## src/rtl/pr_ex_mem_data_port.sv

```systemverilog
// pr_ex_mem_data_port: MEM-stage responder driving a multi-cycle word memory,
// with store lane steering, load extension, misalignment detection and a watchdog.
module pr_ex_mem_data_port #(
    parameter int TIMEOUT = 255,
    parameter int MEM_AW  = 30
) (
    input  logic              i_clk,
    input  logic              i_rst_n,
    input  logic [3:0]        i_mem_stage_read,
    input  logic [2:0]        i_mem_stage_write,
    input  logic [31:0]       i_address,
    input  logic [31:0]       i_write_data,
    output logic [31:0]       o_read_data,
    output logic              o_busywait,
    output logic              o_misaligned,
    output logic              o_timeout_err,
    output logic              o_mem_read,
    output logic              o_mem_write,
    output logic [MEM_AW-1:0] o_mem_address,
    output logic [31:0]       o_mem_writedata,
    output logic [3:0]        o_mem_byte_en,
    input  logic [31:0]       i_mem_readdata,
    input  logic              i_mem_busywait
);
    typedef enum logic [1:0] {S_IDLE, S_WAIT, S_DONE} state_t;
    state_t r_state, w_next;
    logic [31:0]       r_read_data, r_mem_writedata, r_cnt, w_lane, w_ext, w_wdata;
    logic [MEM_AW-1:0] r_mem_address;
    logic [3:0]        r_mem_byte_en, w_be;
    logic [2:0]        r_funct3;
    logic [1:0]        r_off, w_size;
    logic              r_mem_read, r_mem_write, r_timeout_err;
    logic              w_wr_req, w_rd_req, w_req, w_mis, w_issue, w_done, w_tmo;
    // A set store-enable suppresses the load even when the store size is undefined.
    assign w_wr_req = i_mem_stage_write[2] && i_mem_stage_write[1:0] != 2'b11;
    assign w_rd_req = !i_mem_stage_write[2] && i_mem_stage_read[3] &&
                      (i_mem_stage_read[2:0] inside {3'b000, 3'b001, 3'b010, 3'b100, 3'b101});
    assign w_req    = w_wr_req || w_rd_req;
    assign w_size   = i_mem_stage_write[2] ? i_mem_stage_write[1:0] : i_mem_stage_read[1:0];
    assign w_mis    = (w_size == 2'b01 && i_address[0]) || (w_size == 2'b10 && |i_address[1:0]);
    assign w_issue  = r_state == S_IDLE && w_req && !w_mis;
    assign w_done   = r_state == S_WAIT && !i_mem_busywait;
    assign w_tmo    = r_state == S_WAIT && i_mem_busywait && TIMEOUT != 0 &&
                      r_cnt + 32'd1 == 32'(TIMEOUT);
    always_comb begin
        w_be    = i_mem_stage_write[1:0] == 2'b00 ? 4'b0001 << i_address[1:0] :
                  i_mem_stage_write[1:0] == 2'b01 ? (i_address[1] ? 4'b1100 : 4'b0011) : 4'b1111;
        w_wdata = i_mem_stage_write[1:0] == 2'b00 ? {4{i_write_data[7:0]}} :
                  i_mem_stage_write[1:0] == 2'b01 ? {2{i_write_data[15:0]}} : i_write_data;
        w_lane  = i_mem_readdata >> {r_off, 3'b000};
        case (r_funct3)
            3'b000:  w_ext = {{24{w_lane[7]}}, w_lane[7:0]};
            3'b001:  w_ext = {{16{w_lane[15]}}, w_lane[15:0]};
            3'b100:  w_ext = {24'd0, w_lane[7:0]};
            3'b101:  w_ext = {16'd0, w_lane[15:0]};
            default: w_ext = w_lane;
        endcase
    end
    always_ff @(posedge i_clk or negedge i_rst_n) begin
        if (!i_rst_n) r_state <= S_IDLE;
        else          r_state <= w_next;
    end
    always_comb begin
        w_next = w_issue ? S_WAIT :
                 (w_done || w_tmo) ? S_DONE :
                 r_state == S_DONE ? S_IDLE : r_state;
    end
    always_comb begin
        o_busywait      = i_rst_n && (w_issue || r_state == S_WAIT);
        o_misaligned    = i_rst_n && r_state == S_IDLE && w_req && w_mis;
        o_read_data     = r_read_data;
        o_timeout_err   = r_timeout_err;
        o_mem_read      = r_mem_read;
        o_mem_write     = r_mem_write;
        o_mem_address   = r_mem_address;
        o_mem_writedata = r_mem_writedata;
        o_mem_byte_en   = r_mem_byte_en;
    end
    always_ff @(posedge i_clk or negedge i_rst_n) begin
        if (!i_rst_n) begin
            r_read_data     <= '0;
            r_mem_writedata <= '0;
            r_mem_address   <= '0;
            r_mem_byte_en   <= '0;
            r_mem_read      <= 1'b0;
            r_mem_write     <= 1'b0;
            r_timeout_err   <= 1'b0;
            r_cnt           <= '0;
            r_funct3        <= '0;
            r_off           <= '0;
        end else if (w_issue) begin
            r_mem_read      <= w_rd_req;
            r_mem_write     <= w_wr_req;
            r_mem_address   <= i_address[MEM_AW+1:2];
            r_mem_writedata <= w_wdata;
            r_mem_byte_en   <= w_wr_req ? w_be : 4'b0000;
            r_funct3        <= i_mem_stage_read[2:0];
            r_off           <= i_address[1:0];
            r_cnt           <= '0;
        end else if (w_done) begin
            r_mem_read  <= 1'b0;
            r_mem_write <= 1'b0;
            if (r_mem_read) r_read_data <= w_ext;
        end else if (w_tmo) begin
            r_mem_read    <= 1'b0;
            r_mem_write   <= 1'b0;
            r_timeout_err <= 1'b1;
        end else if (r_state == S_WAIT) begin
            r_cnt <= r_cnt + 32'd1;
        end
    end
endmodule

```

## config.mk

```make
export PLATFORM = sky130hd
export DESIGN_NAME = pr_ex_mem_data_port
export DESIGN_NICKNAME = d
export VERILOG_FILES = /design/src/rtl/pr_ex_mem_data_port.sv
export SDC_FILE = /design/constraint.sdc
export NUM_CORES = 1
export LEC_CHECK = 0
export CORE_AREA = 4 4 177 179
export DETAILED_ROUTE_END_ITERATION = 8
export DIE_AREA = 0 0 181 183
export GPL_TIMING_DRIVEN = 0
export PLACE_DENSITY = 0.58
export SYNTH_ARGS = -nofsm -noshare
export SYNTH_HDL_FRONTEND = slang
export SYNTH_SLANG_ARGS = --single-unit
```

## constraint.sdc

```tcl
create_clock -name i_clk -period 5.5 [get_ports i_clk]
set_clock_uncertainty 0.2 [all_clocks]
set_input_delay 0.825 -clock i_clk [delete_from_list [all_inputs] [get_ports i_clk]]
set_output_delay 0.825 -clock i_clk [all_outputs]
set_load 0.1 [all_outputs]
```

== Yosys cells after proc, flatten, opt, wreduce, memory -nomap -nowiden ==
Index checks and enable logic that the tools add are counted.
Word-level totals
  flip-flop bits (word level): 140
  input port bits: 106
  output and inout bits: 103
  word-level logic and storage cells: 84
Cells by class
  add/subtract/negate cells: 1
  equal/unequal tests: 16
  shifts and indexed selects: 2
  muxes and demuxes: 19
  bitwise operators: 2
  reduce and logical (&&, ||, !) cells: 33
Operator list (number)
  32-bit 2-to-1 mux: 6
  32-bit one-hot mux with 4 select lines: 1
  32-bit by 1-bit adder with 32-bit output (second input constant): 1
  32-bit by 8-bit == test with 1-bit output (second input constant): 1
  32-bit by 5-bit right shift with 32-bit output: 1
  4-bit 2-to-1 mux: 4
  1-bit logical AND: 14
  3-bit == test (second input constant): 4
  3-bit AND reduction: 3
  2-bit 2-to-1 mux: 4
  2-bit by 1-bit == test with 1-bit output (second input constant): 3
  3-bit by 1-bit == test with 1-bit output (second input constant): 2
  3-bit zero test: 2
  2-bit inequality test (second input constant): 3
  3-bit nonzero test: 2
  5-bit nonzero test: 1
  2-bit == test (second input constant): 2
  2-bit zero test: 2
  1-bit logical OR: 4
  1-bit 2-to-1 mux: 4
  1-bit by 2-bit left shift with 4-bit output (first input constant): 1
  3-bit by 2-bit == test with 1-bit output (second input constant): 1
  1-bit zero test: 3
  1-bit NOT: 2
  other kinds (2): 2

== Longest topological paths before layout ==
  word-level depth: 8
  gate-level depth with buffers: 13
  gate-level depth less buffers: 9

== Worst setup path after synthesis ==
Ideal clock, no wire load.
  kind: input-to-output
  start point: input port i_mem_stage_read[0]
  end point: output port o_busywait
  arrival: 2577 ps
  required time: 4475 ps
  setup slack: 1898 ps
  stages: 6
  cells stage by stage: o21ai_0 > nand3b_1 > a211oi_1 > and2_1 > clkbuf_1 > o21a_1
On the way
  word-level cells in the longest chain between the ends: 8
RTL lines
  from (decl): line 9  | input logic [3:0] i_mem_stage_read,
  3-bit by 1-bit == test with 1-bit output, or another cell as far along: line 37  | (i_mem_stage_read[2:0] inside {3'b000, 3'b001, 3'b010, 3'b100, 3'b101});
  5-bit nonzero test, or another cell as far along: line 37
  1-bit logical AND (on tied branches): line 36, 40
  1-bit logical OR (on tied branches): line 38, 40
  1-bit logical AND or 1-bit zero test (tied branches): line 41  | assign w_issue = r_state == S_IDLE && w_req && !w_mis;
  1-bit logical AND *: line 41
  1-bit logical OR *: line 69  | o_busywait = i_rst_n && (w_issue || r_state == S_WAIT);
  1-bit logical AND *: line 69
  to (decl): line 14  | output logic o_busywait,
Every way passes the cells marked *; elsewhere a longest branch is shown, timed or not.

== Worst setup path in the final report ==
Ends and elaborated chain as after synthesis.

==> metrics.cfg <==
[global_route]
total_global_routing_overflow=0
global_route_wire_length_before_repair_mm=40.7
globalRouteTotalUtil_pct=15.2
grt_max_degree=73
vias_in_the_first_global_route=7030
antenna_found_initial=0

[yosys]
synthDistinctLibCells=57
syn-mean-instance-area_um2=8.76
postSynth.asyncResetShare_pct=100
post_synth_inst_count=838
synthMostInstantiatedCell=nand2_1
seq_area_frac_synth_pct=47.7
postSynthNetCount=946
synthesis.area_um2=7340
netlist.area_leader.share_pct=47.7
synthTopCellsByArea=dfrtp_1 48%, nand2_1 11%, mux2i_1 5.9%, o21ai_0 4.8%, a21oi_1 4.2%
synth_edf_count=0
area_leader_netlist=dfrtp_1
ys.warnings.count=0
synthTopCellsByCount=225 x nand2_1, 140 x dfrtp_1, 71 x o21ai_0
synth_top_flop_cell=dfrtp_1
synth.ff_latch_count=140

[routing]
route.detailed.drc=0
drtAntennaViolNets=0
drt-pass1-iter-count=5
detail_route.wl_per_cell_um=17.4
detailedRoute.firstIterationViolations=439
drt-total-wl_mm=25.5
vias=7150
viasPerCell=4.87

[worst_setup_path]
crit_fanout=10
worst_path_max_delay_cell=clkdlybuf4s50_1
data_arrival_at_the_endpoint_of_the_critical_path_ns=4.12
timing.reg2reg.worst_path_depth=12
data_required_time_at_the_worst_endpoint_ns=4.47
category_of_the_critical_setup_timing_path=in2out
cell_chain_critical_path=clkdlybuf4s50_1 > o21ai_0 > nand3b_1 > a211oi_1 > and2_1 > clkbuf_1 > o21a_1 > clkdlybuf4s50_1
slowest_delay_ns=1.17
end_kind=output port
crit_path_start_kind=input port
cp_common_cell=clkdlybuf4s50_1

[final_layout]
final_core_utilization_pct=35.6
register_area_um2=3500
final_cells=1469
fin_area_um2=10500
flow.area_growth_from_synthesis_pct=43.3
n_antenna_cell=0
n_fill_cell=3084
area_of_combinational_cells_with_multiple_inputs_um2=3540
finalNetCount=1174
proportion_of_layout_cells_with_a_drive_suffix_above_1_pct=6.39

[timing]
slew_violations=0
hold_slack_ns=0.186
slew_of_the_pin_with_the_lowest_slew_margin_ns=1.06
setup_violations_final=0
fmax_mhz=195
finalWorstSetupSlack_ns=0.359
final_critical_delay_including_setup_and_external_delays_ns=5.14
timing_hold_violations_final=0
slew_headroom_pct=29.4
period_utilisation_layout_pct=93.5
rsz_0062_raised_after_global_routing=no

[power_and_ir_drop]
p_int_mw=2.95
power_frac_seq_pct=23.1
pwr-share-clk_pct=16.7
combPwrFrac_pct=60.2
power_spent_charging_and_discharging_nets_mw=3.96
vdd.ir_drop.worst_mv=0.520
swShare_pct=57.3
leakage_nw=4.48
power.density_cell_area_nw_per_um2=656

[worst_hold_path]
hold_class=in2async

[place]
post-place-ws_ns=0.393
io_buffers=208
final_weighted_congestion_in_routability_driven_placement=0.904
post-dp-hpwl_mm=19.1
detailed_place.area_um2=9940
place_inst=1437

[floorplanning]
start_util_pct=24.8
floorplan.rows=63
die-area_um2=33100
core_region_area_um2=29600
ioPinCount=209
chipWidth_um=181
die_height_um=183

[cts]
cts_setup_buffers=0
reg_clk_slew_reported_paths_ns=0.07
cts_sinks=140
clk_path_buf_depth=2
post_cts.resized_instances=0
cts_inserted_buffers=17
postCtsHoldBufs=0
root_buffer=clkbuf_16
cts-htree-levels=4
clock_tree_from_tritoncts=yes
clk_latency_ns=0.43

[job]
maxCapViolations=0

[run_status]
outcome=complete, no violations

==> state kept, by name, summed over array words and instances, names as in the netlist <==
| name | flops |
|---|---|
| o_timeout_err | 1 |
| r_off | 2 |
| o_mem_write | 1 |
| o_mem_address | 30 |
| o_mem_writedata | 32 |
| r_cnt | 32 |
| o_read_data | 32 |
| r_funct3 | 3 |
| o_mem_read | 1 |
| r_state | 2 |
| o_mem_byte_en | 4 |
==> cell usage in the layout (no fill, tap or decap), types with 4 or more instances in the layout <==
master,instances
nand2_1,225
clkdlybuf4s50_1,207
dfrtp_1,140
o21ai_0,71
a21oi_1,62
mux2i_1,43
clkbuf_1,43
nor2_1,32
o31ai_1,22
nand3_1,19
or4_1,17
clkbuf_16,17
nand4_1,15
and3_1,13
and4_1,11
mux2_2,10
and2_1,6
buf_2,6
buf_4,6
nor3_1,6
xnor2_1,6
or3_1,6
inv_6,6
inv_1,5
nor2b_1,5
xor2_1,5
o211ai_1,5
buf_1,4
o41ai_1,4
==> cell type report <==
class | instances | area share [%]
Buffer | 63 | 2.64
Clock buffer | 17 | 4.04
Clock inverter | 15 | 1.49
Inverter | 5 | 0.178
Multi-Input combinational cell | 630 | 33.7
Sequential cell | 140 | 33.3
Tap cell | 390 | 4.64
Timing Repair Buffer | 209 | 20.1
==> power by group through the flow <==
stage / Clock, mW / Combinational (mW) / Sequential (mW)
2_1_floorplan: 0 / 0.769 / 3.88
3_3_place_gp: 0 / 4.16 / 1.60
3_5_place_dp: 0 / 4.17 / 1.61
4_1_cts: 1.18 / 4.18 / 1.60
5_1_grt: 1.23 / 4.36 / 1.65
6_report: 1.15 / 4.16 / 1.60
==> final timing paths <==
kind,startpoint,end,slack [ns]
worst min register to register,o_mem_address[27],o_mem_address[27],0.28
worst max-delay path,i_mem_stage_read[0],o_busywait,0.36
min in group i_clk,o_mem_address[27],o_mem_address[27],0.28
worst min-delay path,i_rst_n,o_mem_address[0],0.19
worst max register to register,r_cnt[0],r_state[0],1.70
max in group asynchronous,i_rst_n,r_cnt[9],4.09
==> worst max-delay path: cells and delay by family <==
kind                   cells  cell delay (ns)
AO/OA/AOI/OAI              3             0.81
buffers and inverters      3             2.08
AND/OR/NAND/NOR            2             0.40
==> logic make-up after synthesis <==
kind of cell	synth area share, %
buffers and inverters	4.04
XOR/XNOR	1.31
AO/OA/AOI/OAI	15.3
flip-flops	47.7
adder cells (fa/ha/maj)	0.341
multiplexers	7.39
AND/OR/NAND/NOR	23.9
==> layer usage <==
layer | vias to the layer above | share of wire [%] | track usage [%]
li1 | 3414 | - | -
met1 | 3469 | 44 | 19.9
met2 | 228 | 47 | 24.4
met3 | 39 | 7.3 | 5.00
met4 | 0 | 2.0 | 4.38
met5 | - | 0 | 0
==> per-stage QoR <==
step,power [mW],TNS [ns]
after floorplan,4.65,0
after global placement,5.77,-390.38
after detailed placement,5.79,0
after CTS,6.97,0
after global routing,7.24,0
final,6.91,0
No activity file was read; power rests on OpenSTA's default activity.
